File: src/rtl/maze_pkg.sv
// Shared types and default constants for the down-counting timer.
package maze_pkg;

  // Timer operating states.
  typedef enum logic [1:0] {
    ST_IDLE   = 2'd0,
    ST_RUN    = 2'd1,
    ST_PAUSED = 2'd2,
    ST_DONE   = 2'd3
  } timer_state_t;

  // Default counter width and clock cycles per decrement.
  localparam int unsigned DEFAULT_WIDTH    = 12;
  localparam int unsigned DEFAULT_TICK_DIV = 50000000;

  // Bits needed to hold prescaler values 0..div-1.
  // The result is never below one bit.
  function automatic int unsigned prescaler_width(input int unsigned div);
    return (div <= 32'd2) ? 1 : $clog2(div);
  endfunction

endpackage

File: src/rtl/tick_prescaler.sv
// Free-running divider that counts 0..TICK_DIV-1 while enabled.
// Tick marks the terminal value. The wrap happens on the next enabled edge.
module tick_prescaler
  import maze_pkg::*;
#(
  parameter int unsigned TICK_DIV = DEFAULT_TICK_DIV
) (
  input  logic Clk,
  input  logic Reset_n,
  input  logic En,
  input  logic Clr,
  output logic Tick
);

  localparam int unsigned PW = prescaler_width(TICK_DIV);
  localparam logic [PW-1:0] LAST = PW'(TICK_DIV - 1);

  logic [PW-1:0] cnt_q, cnt_d;

  // Tick is decoded from the register alone, so the consumer can gate it
  // with its own enable without forming a combinational loop.
  assign Tick = (cnt_q == LAST);

  // Next prescaler value: clear wins, otherwise advance and wrap while enabled.
  always_comb begin
    // NOTE: default every always_comb output first so no path leaves it unassigned (latch).
    cnt_d = cnt_q;
    if (Clr) begin
      cnt_d = '0;
    end else if (En) begin
      cnt_d = (cnt_q == LAST) ? '0 : cnt_q + PW'(1);
    end
  end

  // Prescaler register.
  always_ff @(posedge Clk or negedge Reset_n) begin
    if (!Reset_n) begin
      cnt_q <= '0;
    end else begin
      // NOTE: sequential state uses non-blocking assignment so all flops update together.
      cnt_q <= cnt_d;
    end
  end

endmodule

File: src/rtl/down_timer_12.sv
// Loadable down-counter with a start/pause/expire FSM.
// The decrement rate is set by a tick_prescaler instance.
module down_timer_12
  import maze_pkg::*;
#(
  parameter int unsigned WIDTH    = DEFAULT_WIDTH,
  parameter int unsigned TICK_DIV = DEFAULT_TICK_DIV
) (
  input  logic             Clk,
  input  logic             Reset_n,
  input  logic             Load,
  input  logic             Start,
  input  logic             Pause,
  input  logic [WIDTH-1:0] Start_Val,
  output logic [WIDTH-1:0] Count_Out,
  output logic             Running,
  output logic             Expired,
  output logic             Expire_Pulse
);

  timer_state_t     state_q, state_d;
  logic [WIDTH-1:0] count_q, count_d;
  logic             running_q, expired_q, pulse_q, pulse_d;
  logic             presc_en, presc_clr, presc_tick;

  tick_prescaler #(
    .TICK_DIV (TICK_DIV)
  ) u_prescaler (
    .Clk     (Clk),
    .Reset_n (Reset_n),
    .En      (presc_en),
    .Clr     (presc_clr),
    .Tick    (presc_tick)
  );

  // Next state, next count and prescaler control.
  // Load overrides everything. Pause beats a same-cycle terminal tick.
  always_comb begin
    state_d   = state_q;
    count_d   = count_q;
    pulse_d   = 1'b0;
    presc_en  = 1'b0;
    presc_clr = 1'b0;

    if (Load) begin
      count_d   = Start_Val;
      state_d   = ST_IDLE;
      presc_clr = 1'b1;
    end else begin
      unique case (state_q)
        ST_IDLE: begin
          // Keep the prescaler at zero so the first decrement lands
          // exactly TICK_DIV cycles after the Start edge.
          presc_clr = 1'b1;
          if (Start) begin
            if (count_q == '0) begin
              state_d = ST_DONE;
              pulse_d = 1'b1;
            end else begin
              state_d = ST_RUN;
            end
          end
        end

        ST_RUN: begin
          if (Pause) begin
            state_d = ST_PAUSED;
          end else begin
            presc_en = 1'b1;
            if (presc_tick && (count_q != '0)) begin
              count_d = count_q - WIDTH'(1);
              if (count_q == WIDTH'(1)) begin
                state_d = ST_DONE;
                pulse_d = 1'b1;
              end
            end
          end
        end

        ST_PAUSED: begin
          // The prescaler holds its value, so a resume continues the current period.
          if (Start && !Pause) begin
            state_d = ST_RUN;
          end
        end

        ST_DONE: begin
          // Only Load or reset leaves DONE.
          count_d = '0;
        end

        default: begin
          state_d = ST_IDLE;
        end
      endcase
    end
  end

  // State, count and registered status outputs, all taken from next-state values.
  always_ff @(posedge Clk or negedge Reset_n) begin
    if (!Reset_n) begin
      state_q   <= ST_IDLE;
      count_q   <= '0;
      running_q <= 1'b0;
      expired_q <= 1'b0;
      pulse_q   <= 1'b0;
    end else begin
      state_q   <= state_d;
      count_q   <= count_d;
      running_q <= (state_d == ST_RUN);
      expired_q <= (state_d == ST_DONE);
      pulse_q   <= pulse_d;
    end
  end

  assign Count_Out    = count_q;
  assign Running      = running_q;
  assign Expired      = expired_q;
  assign Expire_Pulse = pulse_q;

endmodule

File: config.mk
export PLATFORM = sky130hd
export DESIGN_NAME = down_timer_12
export DESIGN_NICKNAME = d
export VERILOG_FILES = /design/src/rtl/maze_pkg.sv /design/src/rtl/tick_prescaler.sv /design/src/rtl/down_timer_12.sv
export SDC_FILE = /design/constraint.sdc
export NUM_CORES = 1
export LEC_CHECK = 0
export BUFFER_PORTS_ARGS = -buffer_cell sky130_fd_sc_hd__buf_4
export CAP_MARGIN = 20
export CORE_MARGIN = 3
export CORE_UTILIZATION = 55
export DETAILED_ROUTE_END_ITERATION = 8
export HOLD_SLACK_MARGIN = 0.08
export PLACE_DENSITY = 0.87
export SLEW_MARGIN = 20
export SYNTH_ARGS = -nofsm -noshare
export SYNTH_HDL_FRONTEND = slang
export SYNTH_SLANG_ARGS = --single-unit
export TNS_END_PERCENT = 30
File: constraint.sdc
create_clock -name Clk -period 2.3 [get_ports Clk]
set_clock_uncertainty 0.1 [all_clocks]
set_input_delay 0.46 -clock Clk [delete_from_list [all_inputs] [get_ports Clk]]
set_output_delay 0.46 -clock Clk [all_outputs]
set_load 0.005 [all_outputs]
# Word-level counts from Yosys, hierarchy flattened
# Index checks and enable logic that the tools add are counted.
[word_totals] reg_bits=43 input_bits=17 out_inout_bits=15 elab_cells=53
[op_classes] addsub=2 n_eq_ne=9 muxes=27 reduce_logical=9
[op_table] cell="2-to-1 mux 26 bit" count=3
[op_table] cell="2-to-1 mux 12 bit" count=3
[op_table] cell="adder 26 x 1 -> 26 bit (second input constant)" count=1
[op_table] cell="== test 26 bit (second input constant)" count=1
[op_table] cell="case mux 12 bit (2 select lines)" count=1
[op_table] cell="2-to-1 mux 2 bit" count=7
[op_table] cell="== test 12 x 1 -> 1 bit (second input constant)" count=1
[op_table] cell="zero test 12 bit" count=1
[op_table] cell="nonzero test 12 bit" count=1
[op_table] cell="subtractor 12 x 1 -> 12 bit (second input constant)" count=1
[op_table] cell="2-to-1 mux 1 bit" count=11
[op_table] cell="== test 2 bit (second input constant)" count=3
[op_table] cell="inequality test 3 bit (second input constant)" count=2
[op_table] cell="case mux 2 bit (3 select lines)" count=1
[op_table] cell="== test 2 x 1 -> 1 bit (second input constant)" count=2
[op_table] cell="AND reduction 3 bit" count=1
[op_table] cell="nonzero test 3 bit" count=1
[op_table] cell="logical AND 1 bit" count=2
[op_table] cell="zero test 2 bit" count=1
[op_table] cell="case mux 1 bit (2 select lines)" count=1
[op_table] cell="nonzero test 2 bit" count=1
[op_table] cell="zero test 1 bit" count=1

# Longest topological paths before layout
[logic_depth] ltp_word=7 depth_mapped=7 mapped_depth_nobuf=7

# Cells and area by module
# Synthesis repeated with hierarchy kept, for this count alone.
[unflattened] hier_cells=293 hier_area_um2=2687.6
[modules_own_cells] mod="tick_prescaler" n_inst=1 cells_each=164 area_each_um2=1511.4
[modules_own_cells] mod="down_timer_12" n_inst=1 cells_each=129 area_each_um2=1176.1

# Worst setup path after synthesis
# OpenSTA, ideal clock, no wires.
[synth_path] path_kind="reg2reg" start="reg u_prescaler.cnt_q[0]" end="reg count_q[2], in the netlist Count_Out[2]" setup_ns=0.121 t_arrival_ns=1.775 required_ns=2.079 setup_slack_ns=0.303 path_stages_with_launch=8 path_cell_list="dfrtp_1 ha_1 and3_1 nand4_1 nor4b_4 buf_6 a31oi_1 o22a_1"
[synth_via] elab_chain_cells=4
[synth_lines] item="start, declared" line_no="tick_prescaler.sv:18" rtl="logic [PW-1:0] cnt_q, cnt_d;"
[synth_lines] item="start signal, assigned" line_no="tick_prescaler.sv:41" rtl="cnt_q <= cnt_d;"
[synth_lines] item="== test 26 bit" line_no="tick_prescaler.sv:22" rtl="assign Tick = (cnt_q == LAST);"
[synth_lines] item="logical AND 1 bit" line_no="down_timer_12.sv:70" rtl="if (presc_tick && (count_q != '0)) begin"
[synth_lines] item="inequality test 3 bit (no line)"
[synth_lines] item="AND reduction 3 bit (no line)"
[synth_lines] item="end signal, assigned" line_no="down_timer_12.sv:109" rtl="count_q <= count_d;"
[synth_lines] item="end, declared" line_no="down_timer_12.sv:22" rtl="logic [WIDTH-1:0] count_q, count_d;"
# No other way between the ends.
# A chain may end at the register's enable or synchronous reset.

# Final worst setup path
[layout_path] start="reg count_q[7], in the netlist Count_Out[7]" end="reg count_q[7], in the netlist Count_Out[7]"
[layout_via] elab_chain_cells=5 word_cells_on_any_way=9
[layout_lines] item="subtractor 12 x 1 -> 12 bit" line_no="down_timer_12.sv:71" rtl="count_d = count_q - WIDTH'(1);"
[layout_lines] item="2-to-1 mux 12 bit" line_no="down_timer_12.sv:70"
[layout_lines] item="2-to-1 mux 12 bit" line_no="down_timer_12.sv:66" rtl="if (Pause) begin"
[layout_lines] item="case mux 12 bit (2 select lines)" line_no="down_timer_12.sv:50" rtl="unique case (state_q)"
[layout_lines] item="2-to-1 mux 12 bit" line_no="down_timer_12.sv:45" rtl="if (Load) begin"
# Several ways; a longest one is shown, not always the timed one. The select of a mux whose other input is x is not followed.

==> impl_results.md <==
* Min Tclk post-route at 2170 ps
* Die Wd at 76.7 um
* Row cnt at 25
* Vias per cell at 6.33
* Ys async rst share at 100%
* Worst R2R Path Depth at 6
* WHS at 267 ps
* Post-synth cell types at 58
* CTS sink count at 43
* Die ar. at 0.00589 mm2
* Crit path capture type: flop
* Dpl hpwl at 4700 um
* Yosys top cell area share at 39.1%
* Die Y at 76.7 um
* Clock power share at 33.5%
* Crit path kind: reg -> reg
* Vias at 2607
* Setup violations, final at 0
* Crit Path Max Fanout at 22
* Min-Delay Endpoint: Count_Out[0]
* RePlAce Congestion at 0.962
* CTS resizes at 0
* Fill cells at 360
* Crit path launch type: flop
* Status: finished, final reports clean
* Core area at 0.00479 mm2
* CTS tree: yes
* Largest cells by area after synthesis: dfrtp_1 (39%), a31oi_1 (4.1%), nand2_1 (3.7%), nand4_1 (3.4%), nor2_1 (3.1%)
* Largest area contributor in the netlist: dfrtp_1
* H-tree lvl count at 2
* Worst Path Required at 2400 ps
* RR Endpoint: Count_Out[7]
* Leakage power figure at 1.43 nW
* Layout cell share with drive strength beyond 1 at 22.6%
* Hold path depth at 3
* PD cells at 552 mW/mm2
* Drt first pass iters at 5
* GRT Resource Usage Total at 23.9%
* Worst Hold Class: in -> reg
* First-pass GRT wire length at 11700 um
* Pint at 0.00129 W
* Total of max-cap violations at 0
* IO buf count at 31
* Worst r2r src: Count_Out[7]
* Synthesis Warnings at 0
* CTS Buf Count at 5
* Crit share post-route at 94.4%
* IO Pins at 32
* CP arrival at 2270 ps
* Skew-Pair Late Insertion Delay at 300 ps
* Number of enable flip-flop cells after synthesis at 0
* RSZ-0062 raised after global routing: false
* Clock buffer depth at 2
* Syn avg cell area at 9.11 um2
* Tightest Pin Transition at 668 ps
* Sequential-to-total area share from yosys stat at 39.1%
* Number of DRC markers in iteration 0 at 162
* Syn nets at 323
* Largest net degree at the start of global routing at 44
* Final Hold Violating Endpoints at 0
* Most common cell in the synthesized netlist: dfrtp_1
* Residual DRC at 0
* Peak VDD IR at 0.000396 V
* Post-route insts no fill at 412
* Yosys reg bits at 43
* Initial antenna violation count at 0
* Sequential Power Share at 46.3%
* Reg2reg setup slack at 130 ps
* Final nets at 365
* Ant diodes at 0
* Fin. max-slew vios at 0
* Total Power at 0.00180 W
* Sw power at 0.000512 W
* Logic gate share of total power at 20.2%
* Area grow syn2layout at 18.3%
* Post-CTS setup buffers at 0
* Max-slew headroom at 55.5%
* Placed Cells at 403
* Clk pin slew, worst setup/hold paths at 90 ps
* WL/cell at 15.9 um
* Most frequent cells after synthesis: dfrtp_1 (43), nand2_1 (27), nor2_1 (23), a31oi_1 (18), a21oi_1 (16)
* FMAX at 460 MHz
* Setup TNS at 0 ps
* Hold_sp: Start_Val[0]
* Post-Synthesis Cells at 302
* Clock Root Buffer: clkbuf_8
* Predominant post-synthesis flop cell: dfrtp_1
* Number of antenna-violating nets in the routed design at 0
* Sw frac at 28.5%
* Vias in the first global route at 2650
* Post-Syn Area at 0.00275 mm2
* Routed wire length at 6540 um
* Total gr overflow at 0
* Starting density of the core at 57.5%
sequential cells by signal, summed over array words and instances, names as in the netlist:
register,count
u_prescaler.cnt_q,26
Count_Out,12
Expired,1
Expire_Pulse,1
state_q,2
Running,1
critical path, cell delays in order, from the launching register on:
cell and delay, ps:
dfrtp_1 440, nor4_1 510, nand4_1 230, nor4b_4 190, buf_12 160, or3_1 290
and3_1 140
routing by layer:
metal  vias to the layer above  track usage [%]  routed length (um)
met5                         -                0                   0
met4                         0             9.06                 165
met3                        20             4.46                 446
met2                       108             41.9                3380
met1                      1241             29.1                2550
li1                       1238                -                   -
kinds of logic (layout without fill, tap and decap cells):
group / count (synthesis) / count (layout) / share of synthesized area (%)
fa+ha+maj: 4 / 4 / 1.82
xor+xnor: 6 / 6 / 1.91
buf+inv: 26 / 69 / 4.77
flops: 43 / 43 / 39.1
compound gates: 79 / 79 / 19.5
mux: 3 / 3 / 1.18
simple gates: 141 / 141 / 31.8
placed cells by master (no fill, tap or decap), types with 5 or more instances in the layout:
master,instances
a21oi_1,16
a31oi_1,18
and2_1,6
and3_1,8
buf_4,50
clkbuf_8,5
dfrtp_1,43
inv_1,9
nand2_1,27
nand3_1,11
nand4_1,15
nor2_1,23
nor3_1,8
nor4_1,5
o21ai_0,10
o22a_1,6
or3_1,6
xor2_1,5
what timing repair did:
action,in CTS,in global routing
setup endpoints to repair,0,1
hold buffers,1,0
endpoints found under the hold margin,43,0
metrics by stage:
step                      instance area, um2  util, %  setup WS (ps)
after floorplan                         2750        -            303
after global placement                  3130     65.5            228
after detailed placement                3130     65.5            170
after CTS                               3260     68.1            144
after global routing                    3260     68.1           2.25
final                                   3260     68.1            128
power by group through the flow:
stage / registers (W) / clock network (W) / logic [W]
floorplan: 0.000852 / 0 / 0.000195
global placement: 0.000847 / 0 / 0.000348
detailed placement: 0.000848 / 0 / 0.000358
CTS: 0.000832 / 0.000615 / 0.000364
global route: 0.000842 / 0.000655 / 0.000402
finish: 0.000833 / 0.000602 / 0.000363
cell type report:
class	instances	area (um2)	share of cell area, %
clock inverters	3	43.8	1.34
well taps	67	83.8	2.57
clock buffers	5	68.8	2.11
multi-input cells	233	1550	47.4
repair buffers	52	405	12.4
inverters	9	33.8	1.04
flip-flops and latches	43	1080	33.0
how the worst max path moves through the flow:
stage                    startpoint  cells after the start            to
3_5_place_dp   u_prescaler.cnt_q[1]                      7  Count_Out[9]
3_3_place_gp           Count_Out[7]                      6  Count_Out[8]
4_1_cts        u_prescaler.cnt_q[1]                      7  Count_Out[2]
5_1_grt        u_prescaler.cnt_q[0]                      7  Count_Out[9]
2_1_floorplan  u_prescaler.cnt_q[0]                      7  Count_Out[2]
6_report               Count_Out[7]                      6  Count_Out[7]
Power figures use the tool's default switching activity.
